**src/rtl/div_job_sequencer.sv**
```systemverilog
// div_job_sequencer
// Queues divisor operands in a small FIFO and runs each one through an
// external divider with a START/DONE/AVAILABLE handshake. Each accepted
// request gets exactly one response, returned in request order. A zero
// operand is answered with an error without using the divider. A divider
// that does not finish within TIMEOUT cycles is abandoned and answered with
// an error.
//
// Ports
//   clk, rstn                      clock, synchronous active-low reset
//   req_valid/req_ready/req_data   operand request stream (ready = FIFO not full)
//   rsp_valid/rsp_ready            result stream handshake
//   rsp_data/rsp_err               result value and error flag
//   div_in/div_start               operand and START to the divider
//   div_done/div_available/div_out DONE, AVAILABLE and result from the divider
//   busy                           block not idle or FIFO non-empty
// All outputs are registered.

module div_job_sequencer #(
  parameter int unsigned DEPTH   = 4,
  parameter int unsigned TIMEOUT = 63
) (
  input  logic        clk,
  input  logic        rstn,
  input  logic        req_valid,
  output logic        req_ready,
  input  logic [31:0] req_data,
  output logic        rsp_valid,
  input  logic        rsp_ready,
  output logic [31:0] rsp_data,
  output logic        rsp_err,
  output logic [31:0] div_in,
  output logic        div_start,
  input  logic        div_done,
  input  logic        div_available,
  input  logic [31:0] div_out,
  output logic        busy
);

  localparam int unsigned DATA_W = 32;
  localparam int unsigned PTR_W  = $clog2(DEPTH);
  localparam int unsigned CNT_W  = PTR_W + 1;
  localparam int unsigned TMR_W  = $clog2(TIMEOUT + 1);

  typedef enum logic [1:0] {
    S_IDLE,
    S_ISSUE,
    S_WAIT_DONE,
    S_RESPOND
  } state_e;

  state_e              state_q, state_d;
  logic [DATA_W-1:0]   mem_q [DEPTH];
  logic [DATA_W-1:0]   mem_d [DEPTH];
  logic [PTR_W-1:0]    wr_ptr_q, wr_ptr_d;
  logic [PTR_W-1:0]    rd_ptr_q, rd_ptr_d;
  logic [CNT_W-1:0]    count_q, count_d;
  logic [TMR_W-1:0]    timer_q, timer_d;
  logic                req_ready_q, req_ready_d;
  logic                rsp_valid_q, rsp_valid_d;
  logic [DATA_W-1:0]   rsp_data_q, rsp_data_d;
  logic                rsp_err_q, rsp_err_d;
  logic [DATA_W-1:0]   div_in_q, div_in_d;
  logic                div_start_q, div_start_d;
  logic                busy_q, busy_d;

  logic                push;
  logic                pop;
  logic                timed_out;
  logic [DATA_W-1:0]   head;

  assign head      = mem_q[rd_ptr_q];
  // Budget runs out on the cycle that would be the TIMEOUT-th spent waiting.
  assign timed_out = (timer_q >= TMR_W'(TIMEOUT - 1));

  // Next-state, FIFO bookkeeping and registered output values.
  always_comb begin
    state_d     = state_q;
    mem_d       = mem_q;
    wr_ptr_d    = wr_ptr_q;
    rd_ptr_d    = rd_ptr_q;
    count_d     = count_q;
    timer_d     = timer_q;
    rsp_valid_d = rsp_valid_q;
    rsp_data_d  = rsp_data_q;
    rsp_err_d   = rsp_err_q;
    div_in_d    = div_in_q;
    div_start_d = div_start_q;
    push        = req_valid && req_ready_q;
    pop         = 1'b0;

    unique case (state_q)
      S_IDLE: begin
        if (count_q != '0) begin
          if (head == '0) begin
            // Zero divisor is answered directly without touching the divider.
            pop         = 1'b1;
            rsp_data_d  = 32'hFFFF_FFFF;
            rsp_err_d   = 1'b1;
            rsp_valid_d = 1'b1;
            state_d     = S_RESPOND;
          end else if (div_available) begin
            pop         = 1'b1;
            div_in_d    = head;
            div_start_d = 1'b1;
            timer_d     = '0;
            state_d     = S_ISSUE;
          end
        end
      end

      S_ISSUE: begin
        timer_d = timer_q + TMR_W'(1);
        // Divider has latched the operand once it drops AVAILABLE.
        if (!div_available) begin
          div_start_d = 1'b0;
          state_d     = S_WAIT_DONE;
        end else if (timed_out) begin
          div_start_d = 1'b0;
          rsp_data_d  = '0;
          rsp_err_d   = 1'b1;
          rsp_valid_d = 1'b1;
          state_d     = S_RESPOND;
        end
      end

      S_WAIT_DONE: begin
        timer_d = timer_q + TMR_W'(1);
        if (div_done) begin
          rsp_data_d  = div_out;
          rsp_err_d   = 1'b0;
          rsp_valid_d = 1'b1;
          state_d     = S_RESPOND;
        end else if (timed_out) begin
          div_start_d = 1'b0;
          rsp_data_d  = '0;
          rsp_err_d   = 1'b1;
          rsp_valid_d = 1'b1;
          state_d     = S_RESPOND;
        end
      end

      S_RESPOND: begin
        if (rsp_ready) begin
          rsp_valid_d = 1'b0;
          state_d     = S_IDLE;
        end
      end

      default: state_d = S_IDLE;
    endcase

    // FIFO pointers wrap naturally because DEPTH is a power of two.
    if (push) begin
      mem_d[wr_ptr_q] = req_data;
      wr_ptr_d        = wr_ptr_q + PTR_W'(1);
    end
    if (pop) begin
      rd_ptr_d = rd_ptr_q + PTR_W'(1);
    end
    unique case ({push, pop})
      2'b10:   count_d = count_q + CNT_W'(1);
      2'b01:   count_d = count_q - CNT_W'(1);
      default: count_d = count_q;
    endcase

    req_ready_d = (count_d != CNT_W'(DEPTH));
    busy_d      = (state_d != S_IDLE) || (count_d != '0);
  end

  // State and output registers; FIFO storage needs no reset.
  always_ff @(posedge clk) begin
    mem_q <= mem_d;
    if (!rstn) begin
      state_q     <= S_IDLE;
      wr_ptr_q    <= '0;
      rd_ptr_q    <= '0;
      count_q     <= '0;
      timer_q     <= '0;
      req_ready_q <= 1'b0;
      rsp_valid_q <= 1'b0;
      rsp_data_q  <= '0;
      rsp_err_q   <= 1'b0;
      div_in_q    <= '0;
      div_start_q <= 1'b0;
      busy_q      <= 1'b0;
    end else begin
      state_q     <= state_d;
      wr_ptr_q    <= wr_ptr_d;
      rd_ptr_q    <= rd_ptr_d;
      count_q     <= count_d;
      timer_q     <= timer_d;
      req_ready_q <= req_ready_d;
      rsp_valid_q <= rsp_valid_d;
      rsp_data_q  <= rsp_data_d;
      rsp_err_q   <= rsp_err_d;
      div_in_q    <= div_in_d;
      div_start_q <= div_start_d;
      busy_q      <= busy_d;
    end
  end

  assign req_ready = req_ready_q;
  assign rsp_valid = rsp_valid_q;
  assign rsp_data  = rsp_data_q;
  assign rsp_err   = rsp_err_q;
  assign div_in    = div_in_q;
  assign div_start = div_start_q;
  assign busy      = busy_q;

endmodule

```
**config.mk**
```make
export PLATFORM = sky130hd
export DESIGN_NAME = div_job_sequencer
export DESIGN_NICKNAME = d
export VERILOG_FILES = /design/src/rtl/div_job_sequencer.sv
export SDC_FILE = /design/constraint.sdc
export NUM_CORES = 1
export LEC_CHECK = 0
export ABC_AREA = 0
export ABC_CLOCK_PERIOD_IN_PS = 4730
export BUFFER_PORTS_ARGS = -buffer_cell sky130_fd_sc_hd__buf_2
export CAP_MARGIN = 20
export CORE_AREA = 4 4 129 131
export CTS_CLUSTER_DIAMETER = 40
export CTS_CLUSTER_SIZE = 20
export DETAILED_ROUTE_END_ITERATION = 8
export DIE_AREA = 0 0 133 135
export PLACE_DENSITY = 0.86
export SLEW_MARGIN = 5
export SYNTH_ARGS = -nofsm -noshare
export SYNTH_HDL_FRONTEND = slang
export SYNTH_SLANG_ARGS = --single-unit
```
**constraint.sdc**
```tcl
create_clock -name clk -period 4.73 [get_ports clk]
set_input_delay 0.946 -clock clk [delete_from_list [all_inputs] [get_ports clk]]
set_output_delay 0.946 -clock clk [all_outputs]
set_load 0.01 [all_outputs]
```
==> flow_metrics.tcl <==
set metrics [dict create \
    path_delay_family "simple AND/OR/NAND/NOR gates" \
    critPathMaxFanout 13 \
    crit_arrival_ns 4.83 \
    num_vias 5735 \
    first_pass_iters 5 \
    drt_iter0_drc 345 \
    worst_ep_required_time_ns 5.13 \
    clock_sinks 212 \
    yosys.area_share.adder_pct 1.84 \
    synthSimpleGateAreaFrac_pct 8.43 \
    drv_cap 0 \
    coreArea_um2 15600 \
    rsz0062_at_grt "no" \
    port-buffer-count 138 \
    cts_hold_buf 0 \
    ys_ff_latch 212 \
    holdPathEnd "div_start" \
    tightestPinTransition_ns 0.860 \
    synth_top_family_by_area "compound AO/OA/AOI/OAI gates" \
    cts_made_buffers 27 \
    grt_pass1_vias 5743 \
    cp_cell_sequence "buf_4 > mux4_2 > nor4_2 > nand4_2 > o31a_1 > nor2b_1 > ha_1 > inv_1 > fa_1 > xor2_1 > nor2_1 > xnor2_1 > or3b_2 > o31a_1" \
    n_antenna_cell 0 \
    synth-xor-area-share_pct 0.408 \
    critPathKind "reg -> reg" \
    grt_max_degree 42 \
    clock_tree.buffer_depth 3 \
    ios 139 \
    die_h_um 135 \
    drv_slew 0 \
    antenna_found_initial 0 \
    p_leak_nw 3.90 \
    cp-start-kind "flip-flop" \
    avgSynthCellArea_um2 14.1 \
    cp-end-kind "flip-flop" \
    postRouteAntennaNets 0 \
    grt_pass1_wl_um 30600 \
    crit_buf_inv 2 \
    fin_skew_ns 0.0138 \
    reg2regPathDepth 14 \
    grt-ovfl-total 0 \
    die_area_um2 18000 \
    place.gp.congestion 0.874 \
    h-tree-depth 1 \
    hold_viol_final 0 \
    multiInputGateArea_um2 2820 \
    ir_drop_mv 0.367 \
    synth-compound-area-share_pct 13.3 \
    synthTopCellsByArea "edfxtp_1, dfxtp_1, mux4_2" \
    crit_path_frequent_cell "o31a_1" \
    dpl_cell_area_um2 9470 \
    place_inst 933 \
    design_area_um2 10400 \
    reg2reg_slack_ns 0.30 \
    viasPerCell 5.83 \
    reg2reg_to "busy" \
    grtUsageTotal_pct 21.2 \
    finalNonFillerCells 984 \
    syn_nets 690 \
    initial_core_util_pct 55.0 \
    synth_warnings 0 \
    ys_seq_area_share_pct 64.4 \
    max_stage_delay_ns 0.54 \
    finalCriticalPeriod_ns 4.43 \
    dpl.hpwl_um 13100 \
    finalWirelength_um 19400 \
    syn_area_um2 8580 \
    hold-worst-slack_ns 0.456 \
    synthMuxAreaShare_pct 8.40 \
    nFillCells 1040 \
    post_cts_buffers 0 \
    slowest_stage "mux4_2" \
    insertion_delay_ns 0.52 \
    syn_inst 608 \
    yosysTopAreaCell "edfxtp_1" \
    status "completed" \
    setup_viol 0 \
    setup_tns_ns 0 \
    p_total_mw 5.97 \
    drive_gt1_share_pct 35.4 \
    r2r_start "rd_ptr_q[0]" \
    rows 46 \
    relSlewSlack_pct 42.7 \
    clock-root-buffer "clkbuf_16" \
    ys_types 49 \
    cts_tree "done" \
    drc_errors 0 \
    fin_crit_sh_pct 93.7 \
    post_drt_wl_per_cell_um 19.7 \
    whs_path_depth 2 \
    max_freq_ghz 0.226 \
    async_flop_share_pct 0 \
    p_per_area_nw_per_um2 573 \
    synth-edff-count 128 \
    area_growth_syn_to_layout_pct 21.3 \
    clkTransAtPathRegs_ns 0.06 \
    regArea_um2 5530 \
    ys.flop_type "edfxtp_1" \
    fin_nets 830 \
    min_path_type "reg -> reg" \
    die_x_um 133 \
    synth.top_cell.area_share_pct 44.8 \
    min_from "div_start" \
]
==> worst max path at each step <==
stage                      startpoint   end  slack (ns)  cells past startpoint
after floorplan           rd_ptr_q[1]  busy        0.59                     15
after global placement    rd_ptr_q[0]  busy        0.24                     14
after detailed placement  rd_ptr_q[0]  busy        0.04                     14
after CTS                 rd_ptr_q[0]  busy        0.15                     14
after global routing      rd_ptr_q[0]  busy       0.004                     14
final                     rd_ptr_q[0]  busy        0.30                     14
==> logic make-up after synthesis <==
logic type               after synthesis
flip-flops                           212
adder cells (fa/ha/maj)               12
XOR/XNOR                               4
multiplexers                          32
buffers and inverters                 56
AND/OR/NAND/NOR                      145
AO/OA/AOI/OAI                        147
==> worst reg2reg max path, delay by kind of cell (launching register included) <==
family | cells | cell delay, ns
and+or+nand+nor | 5 | 1.37
AOI/OAI and AO/OA | 2 | 0.62
DFF | 1 | 0.51
muxes | 1 | 0.54
buffers and inverters | 2 | 0.31
xor gates and xnor gates | 2 | 0.37
adders and majority gates | 2 | 0.59
==> cells in the mapped netlist (all sizes together), types with 5 or more instances <==
| master | n |
|---|---|
| o21ai | 41 |
| nor4 | 14 |
| inv | 14 |
| nand3 | 40 |
| clkbuf | 27 |
| dfxtp | 84 |
| mux4 | 32 |
| edfxtp | 128 |
| nor2 | 21 |
| ha | 11 |
| o31ai | 5 |
| buf | 15 |
| o2bb2ai | 32 |
| nand4 | 5 |
| a21oi | 45 |
| nand2 | 42 |
==> flip-flops by register name, summed over array words and instances, names as in the netlist <==
register and flops:
div_in 32, rsp_valid 1, wr_ptr_q 2, count_q 3, rd_ptr_q 2, div_start 1
mem_q 128, state_q 2, rsp_data 32, req_ready 1, timer_q 6, busy 1
rsp_err 1
==> where the power goes <==
part / internal [mW] / switching (mW)
Combinational: 0.703 / 0.913
Clock: 1.09 / 0.825
Sequential: 2.24 / 0.193
==> layout make-up <==
type / count / area share (%)
Sequential cell: 212 / 53.1
Clock buffer: 27 / 6.49
Multi-Input combinational cell: 340 / 27.1
Clock inverter: 22 / 1.89
Inverter: 14 / 0.505
Timing Repair Buffer: 153 / 8.34
Tap cell: 216 / 2.60
==> metal layers <==
layer	global-route usage, %	part of all wire [%]	vias to the layer above
met4	4.79	1.8	0
met5	0	0	-
li1	-	-	2642
met1	27.4	40	2796
met3	4.02	6.6	33
met2	37.6	51	264
==> placed cells by master, fill, tap and decap left out, drive strengths merged, types with 3 or more instances in the layout <==
cell     count
buf        153
edfxtp     128
dfxtp       84
a21oi       45
nand2       42
o21ai       41
nand3       40
mux4        32
o2bb2ai     32
clkbuf      27
inv         23
nor2        21
nor4        14
clkinv      12
ha          11
nand4        5
o31ai        5
nor3         4
nor2b        4
and3         4
o211ai       4
a31oi        4
or3          3
o31a         3
o21a         3
nand2b       3
==> per-stage QoR <==
step | util (%) | setup WS (ns)
floorplan | - | 0.585
global placement | 60.7 | 0.239
detailed placement | 60.7 | 0.0448
CTS | 66.3 | 0.151
global route | 66.8 | 0.00396
finish | 66.8 | 0.297
==> repair_timing <==
| action | CTS | global route |
|---|---|---|
| pin swaps | 0 | 0 |
| setup endpoints to repair | 1 | 1 |
| resized for setup | 1 | 2 |
Power figures use the tool's default switching activity.
